File: src/rtl/rle_decompressor_pkg.sv
// Shared record-format definitions for the UART video link RLE path.
// The row compressor imports this same package.
package rle_pkg;

  typedef enum logic [1:0] {
    S_COUNT = 2'd0,
    S_HI    = 2'd1,
    S_LO    = 2'd2,
    S_EMIT  = 2'd3
  } rle_state_t;

  localparam logic [7:0] SYNC_CODE       = 8'h00;
  localparam int         MAX_RUN         = 255;
  localparam int         BYTES_PER_PIXEL = 2;

  localparam int RUN_W = $clog2(MAX_RUN + 1);
  localparam int PIX_W = BYTES_PER_PIXEL * 8;

endpackage

File: src/rtl/rle_decompressor_if.sv
// Byte-in / pixel-out handshake bundle of the RLE decompressor.
// master: the environment (UART receiver + frame-buffer writer side).
// slave:  the decompressor.
interface rle_decompressor_if
  import rle_pkg::*;
#(
  parameter int PixelBitWidth = PIX_W
);
  logic [7:0]               i_byte;
  logic                     i_valid;
  logic                     o_ready;
  logic [PixelBitWidth-1:0] o_pixel;
  logic                     o_valid;
  logic                     i_ready;
  logic                     o_row_end;
  logic                     o_err;

  modport master (
    output i_byte, i_valid, i_ready,
    input  o_ready, o_pixel, o_valid, o_row_end, o_err
  );

  modport slave (
    input  i_byte, i_valid, i_ready,
    output o_ready, o_pixel, o_valid, o_row_end, o_err
  );
endinterface

File: src/rtl/rle_decompressor.sv
// Expands COUNT/PIX_HI/PIX_LO run records into individual pixels, tracks the
// row column, and resynchronises on row-sync markers.
//
// state   | meaning
// S_COUNT | wait for run length byte; 0x00 is a row-sync marker
// S_HI    | wait for pixel high byte (0x00 is plain data)
// S_LO    | wait for pixel low byte; pixel goes valid next cycle
// S_EMIT  | present pixel, one per handshake until run ends or row overflows
module rle_decompressor
  import rle_pkg::*;
#(
  parameter int RowPixelWidth = 640,
  parameter int PixelBitWidth = 16
) (
  input  logic              CLK,
  input  logic              RST,
  rle_decompressor_if.slave bus
);

  localparam int ColW = (RowPixelWidth > 1) ? $clog2(RowPixelWidth) : 1;
  localparam logic [ColW-1:0] ColLast = ColW'(RowPixelWidth - 1);

  rle_state_t               state_q, state_d;
  logic [RUN_W-1:0]         run_left_q, run_left_d;
  logic [ColW-1:0]          col_q, col_d;
  logic [7:0]               pix_hi_q, pix_hi_d;
  logic [PixelBitWidth-1:0] pixel_q, pixel_d;
  logic                     valid_q, valid_d;
  logic                     row_end_q, row_end_d;
  logic                     err_q, err_d;
  logic                     ready_q, ready_d;
  logic                     accept;

  assign accept = bus.i_valid && ready_q;

  // Next-state decode for the FSM, run/column counters and registered outputs.
  always_comb begin
    state_d    = state_q;
    run_left_d = run_left_q;
    col_d      = col_q;
    pix_hi_d   = pix_hi_q;
    pixel_d    = pixel_q;
    valid_d    = valid_q;
    row_end_d  = row_end_q;
    err_d      = 1'b0;
    ready_d    = ready_q;
    unique case (state_q)
      S_COUNT: begin
        ready_d = 1'b1;
        if (accept) begin
          if (bus.i_byte == SYNC_CODE) begin
            // Sync mid-row abandons the partial row without padding.
            if (col_q != '0) begin
              err_d = 1'b1;
              col_d = '0;
            end
          end else begin
            run_left_d = bus.i_byte;
            state_d    = S_HI;
          end
        end
      end
      S_HI: begin
        if (accept) begin
          pix_hi_d = bus.i_byte;
          state_d  = S_LO;
        end
      end
      S_LO: begin
        if (accept) begin
          pixel_d   = {pix_hi_q, bus.i_byte};
          valid_d   = 1'b1;
          row_end_d = (col_q == ColLast);
          ready_d   = 1'b0;
          state_d   = S_EMIT;
        end
      end
      S_EMIT: begin
        if (bus.i_ready) begin
          if (run_left_q == RUN_W'(1)) begin
            // Run ends here; ending exactly on the row end is legal.
            run_left_d = '0;
            col_d      = (col_q == ColLast) ? '0 : col_q + ColW'(1);
            valid_d    = 1'b0;
            row_end_d  = 1'b0;
            ready_d    = 1'b1;
            state_d    = S_COUNT;
          end else if (col_q == ColLast) begin
            // Run spills past the row end: truncate and flag.
            run_left_d = '0;
            col_d      = '0;
            valid_d    = 1'b0;
            row_end_d  = 1'b0;
            ready_d    = 1'b1;
            err_d      = 1'b1;
            state_d    = S_COUNT;
          end else begin
            run_left_d = run_left_q - RUN_W'(1);
            col_d      = col_q + ColW'(1);
            row_end_d  = ((col_q + ColW'(1)) == ColLast);
          end
        end
      end
      default: state_d = S_COUNT;
    endcase
  end

  // State and output registers; reset aborts any run in progress silently.
  always_ff @(posedge CLK or negedge RST) begin
    if (!RST) begin
      state_q    <= S_COUNT;
      run_left_q <= '0;
      col_q      <= '0;
      pix_hi_q   <= '0;
      pixel_q    <= '0;
      valid_q    <= 1'b0;
      row_end_q  <= 1'b0;
      err_q      <= 1'b0;
      ready_q    <= 1'b0;
    end else begin
      state_q    <= state_d;
      run_left_q <= run_left_d;
      col_q      <= col_d;
      pix_hi_q   <= pix_hi_d;
      pixel_q    <= pixel_d;
      valid_q    <= valid_d;
      row_end_q  <= row_end_d;
      err_q      <= err_d;
      ready_q    <= ready_d;
    end
  end

  assign bus.o_ready   = ready_q;
  assign bus.o_pixel   = pixel_q;
  assign bus.o_valid   = valid_q;
  assign bus.o_row_end = row_end_q;
  assign bus.o_err     = err_q;

endmodule

File: src/flat_wrapper.sv
// flat-port wrapper written by rule: the top's interface ports become plain ports
module rle_decompressor_flat import rle_pkg::*;
#(
  parameter int RowPixelWidth = 640,
  parameter int PixelBitWidth = 16
)
  (CLK, RST, bus_i_byte, bus_i_valid, bus_i_ready, bus_o_ready, bus_o_pixel, bus_o_valid, bus_o_row_end, bus_o_err);
  rle_decompressor_if #(.PixelBitWidth(PixelBitWidth)) bus_i ();
  input  logic CLK;
  input  logic RST;
  input wire logic [$bits(bus_i.i_byte)-1:0] bus_i_byte;
  input wire logic [$bits(bus_i.i_valid)-1:0] bus_i_valid;
  input wire logic [$bits(bus_i.i_ready)-1:0] bus_i_ready;
  output wire logic [$bits(bus_i.o_ready)-1:0] bus_o_ready;
  output wire logic [$bits(bus_i.o_pixel)-1:0] bus_o_pixel;
  output wire logic [$bits(bus_i.o_valid)-1:0] bus_o_valid;
  output wire logic [$bits(bus_i.o_row_end)-1:0] bus_o_row_end;
  output wire logic [$bits(bus_i.o_err)-1:0] bus_o_err;
  assign bus_i.i_byte = bus_i_byte;
  assign bus_i.i_valid = bus_i_valid;
  assign bus_i.i_ready = bus_i_ready;
  assign bus_o_ready = bus_i.o_ready;
  assign bus_o_pixel = bus_i.o_pixel;
  assign bus_o_valid = bus_i.o_valid;
  assign bus_o_row_end = bus_i.o_row_end;
  assign bus_o_err = bus_i.o_err;
  rle_decompressor #(.RowPixelWidth(RowPixelWidth), .PixelBitWidth(PixelBitWidth)) u_core (.CLK(CLK), .RST(RST), .bus(bus_i));
endmodule
File: config.mk
export PLATFORM = sky130hd
export DESIGN_NAME = rle_decompressor_flat
export DESIGN_NICKNAME = d
export VERILOG_FILES = /design/src/rtl/rle_decompressor_pkg.sv /design/src/rtl/rle_decompressor_if.sv /design/src/rtl/rle_decompressor.sv /design/src/flat_wrapper.sv
export SDC_FILE = /design/constraint.sdc
export NUM_CORES = 1
export LEC_CHECK = 0
export BUFFER_PORTS_ARGS = -buffer_cell sky130_fd_sc_hd__buf_4
export CORE_MARGIN = 2
export CORE_UTILIZATION = 40
export CTS_BUF_LIST = sky130_fd_sc_hd__clkbuf_8
export DETAILED_ROUTE_END_ITERATION = 12
export HOLD_SLACK_MARGIN = 0.1
export PLACE_DENSITY = 0.63
export SYNTH_ARGS = -nofsm -noshare
export SYNTH_HDL_FRONTEND = slang
export SYNTH_SLANG_ARGS = --single-unit
File: constraint.sdc
create_clock -name CLK -period 2.8 [get_ports CLK]
set_input_delay 0.14 -clock CLK [delete_from_list [all_inputs] [get_ports CLK]]
set_output_delay 0.14 -clock CLK [all_outputs]
set_load 0.02 [all_outputs]
==> results.json <==
{
  "finalWirelength_um": 5950,
  "die_h_um": 85.0,
  "switching_power_mw": 0.275,
  "synth_ff_type": "dfrtp_1",
  "fin_skew_ps": 6.70,
  "synth_seq_area_share_pct": 45.7,
  "antenna_left": 0,
  "tightest_slew_ps": 924,
  "worst-r2r-cell-count": 6,
  "final_common_cell": "dfrtp_1",
  "cp.arrival_ps": 2490,
  "numCtsBuffers": 5,
  "row_count": 29,
  "seq_power_share_pct": 59.6,
  "relSlewSlack_pct": 38.0,
  "period_share_pct": 82.0,
  "slew_viol_final": 0,
  "outcome": "complete, no violations",
  "wl_per_cell_um": 16.4,
  "cts_tree": "yes",
  "hp-start": "bus_i_byte[5]",
  "leakagePower_nw": 1.42,
  "clockBufferDepth": 2,
  "final_cell_mix": "dfrtp_1, buf_4, mux2_2",
  "setup_violations": 0,
  "r2r_end": "u_core.run_left_q[1]",
  "startpoint_type": "register",
  "die_w_um": 85.0,
  "cp_data_required_time_ps": 2990,
  "syn_area_per_cell_um2": 10.4,
  "io-pin-count": 32,
  "critPathSlowestCell": "o21ai_1",
  "die_area_um2": 7230,
  "globalplace.congestion": 0.893,
  "drc": 0,
  "async_reset_ff_share_pct": 100,
  "grt-ovfl-total": 0,
  "path_cells": "inv_1 -> ha_1 -> nand3_1 -> a21oi_1 -> o21ai_1 -> mux2_2",
  "clk_latency_ps": 300,
  "slowest_delay_ps": 730,
  "cts_sinks": 48,
  "vias": 2110,
  "cts.clk_slew.worst_paths_ps": 90,
  "comb_power_share_pct": 3.8,
  "drtIter0Drc": 146,
  "finalHoldViolCount": 0,
  "root_buffer": "clkbuf_8",
  "final_util_pct": 47.7,
  "p_int_mw": 0.886,
  "grt_pass1_vias": 2089,
  "grt_max_degree": 49,
  "fp.coreArea_um2": 6350,
  "diodes": 0,
  "yosys_warnings": 0,
  "fin_tns_setup_ps": 0,
  "synth-edff-count": 0,
  "synthCells": 253,
  "postCtsSetupRepairBufs": 0,
  "crit_fanout": 15,
  "peakVddDrop_v": 0.000339,
  "cts.htree.levels": 2,
  "area_growth_pct": 15.3,
  "min_to": "u_core.bus.o_pixel[5]",
  "ys_ff_latch": 48,
  "vias_per_cell": 5.81,
  "pwr-share-clk_pct": 36.6,
  "clock.fmax_ghz": 0.435,
  "synth_fp_nets": 275,
  "portBuffers": 31,
  "power.density_nw_per_um2": 383,
  "switching_share_pct": 23.7,
  "ff2ff_setup_slack_ps": 500,
  "whs_path_depth": 2,
  "syn-cell-area_um2": 2630,
  "dr.pass1.iters": 4,
  "antenna_found_initial": 0,
  "grt.total_usage_pct": 17.3,
  "fin_crit_ps": 2300,
  "layout.nets": 307,
  "endpoint_kind": "register",
  "hold_class": "input port to register",
  "start_util_pct": 41.4,
  "r2r_start": "u_core.state_q[0]",
  "rsz0062_at_grt": "false",
  "dp_hpwl_um": 4240,
  "netlist-cell-type-count": 52,
  "max-cap-violations": 0,
  "grt_pass1_wl_um": 10100,
  "worstSetupPathType": "register to register",
  "final_layout_size_suffix_gt1_share_pct": 27.3
}
[Yosys cell counts, types with 4 or more instances]
library cell / instances / share of area (%)
mux2_2: 26 / 11
dfrtp_1: 48 / 46
ha_1: 10 / 4.8
a21oi_1: 10 / 1.9
nand2_1: 16 / 2.3
nand3_1: 8 / 1.5
nand4_1: 4 / 0.95
o21ai_0: 20 / 3.8
o22ai_1: 4 / 0.95
inv_1: 12 / 1.7
a22oi_1: 4 / 1.1
nor3_1: 7 / 1.3
o31ai_1: 5 / 1.4
and3_1: 5 / 1.2
nor4_1: 4 / 0.95
nor2_1: 12 / 1.7
buf_2: 5 / 0.95
[cell type report]
cell class	instances	area, um2
fill	600	3320
multi-input combinational	183	1330
sequential	48	1200
timing repair buffer	34	258
tap	77	96.3
clock buffer	5	68.8
inverter	13	48.8
clock inverter	3	21.3
[worst max path at each step]
stage | from | to | cells past startpoint
6_report | u_core.state_q[0] | u_core.run_left_q[1] | 6
5_1_grt | u_core.state_q[0] | u_core.run_left_q[1] | 6
4_1_cts | u_core.state_q[0] | u_core.run_left_q[1] | 6
3_5_place_dp | u_core.state_q[0] | u_core.run_left_q[1] | 6
3_3_place_gp | u_core.state_q[1] | u_core.bus.o_row_end | 6
2_1_floorplan | u_core.col_q[0] | u_core.run_left_q[4] | 8
[routing by layer]
| layer | vias up | part of all wire [%] | global-route usage, % |
|---|---|---|---|
| met3 | 8 | 3.3 | 2.92 |
| li1 | 1010 | - | - |
| met5 | - | 0 | 0 |
| met1 | 1051 | 47 | 23.3 |
| met4 | 0 | 1.4 | 5.05 |
| met2 | 41 | 48 | 28.8 |
[logic make-up (layout without fill, tap and decap cells)]
| family | count (synthesis) | in the layout | synth area share, % |
|---|---|---|---|
| simple gates | 81 | 81 | 18.4 |
| compound gates | 63 | 63 | 15.4 |
| flops | 48 | 48 | 45.7 |
| mux | 27 | 27 | 11.5 |
| buf+inv | 22 | 55 | 3.48 |
| fa+ha+maj | 10 | 10 | 4.76 |
| xor+xnor | 2 | 2 | 0.667 |
[critical path: cells and delay by family (launching register included)]
family,cells,cell delay (ps)
simple gates,1,170
compound gates,2,780
mux,1,410
buf+inv,1,100
flops,1,400
fa+ha+maj,1,300
[stage by stage]
step | worst slack, ps | cells | total power, mW | instance area, um2 | hold slack, ps
after floorplan | 948 | 253 | 0.713 | 2630 | -156
after global placement | 606 | 354 | 0.751 | 2930 | 199
after detailed placement | 543 | 354 | 0.751 | 2930 | 196
after CTS | 521 | 363 | 1.18 | 3030 | 105
after global routing | 275 | 363 | 1.21 | 3030 | 101
final | 504 | 363 | 1.16 | 3030 | 113
[flip-flops by register name, summed over array words and instances (netlist names)]
| name | flops |
|---|---|
| u_core.bus.o_err | 1 |
| u_core.bus.o_valid | 1 |
| u_core.pix_hi_q | 8 |
| u_core.state_q | 2 |
| u_core.run_left_q | 8 |
| u_core.bus.o_row_end | 1 |
| u_core.bus.o_ready | 1 |
| u_core.bus.o_pixel | 16 |
| u_core.col_q | 10 |
[timing repair]
action / 4_1_cts / 5_1_grt
hold endpoints to repair: 48 / 0
resized for setup: 0 / 0
hold buffers: 1 / 0
[power groups by stage]
| stage | clock (mW) | sequential [mW] | combinational (mW) |
|---|---|---|---|
| 2_1_floorplan | 0 | 0.707 | 0.00650 |
| 3_3_place_gp | 0 | 0.706 | 0.0446 |
| 3_5_place_dp | 0 | 0.706 | 0.0442 |
| 4_1_cts | 0.444 | 0.693 | 0.0454 |
| 5_1_grt | 0.465 | 0.693 | 0.0496 |
| 6_report | 0.425 | 0.693 | 0.0440 |
No activity file was read; power rests on OpenSTA's default activity.
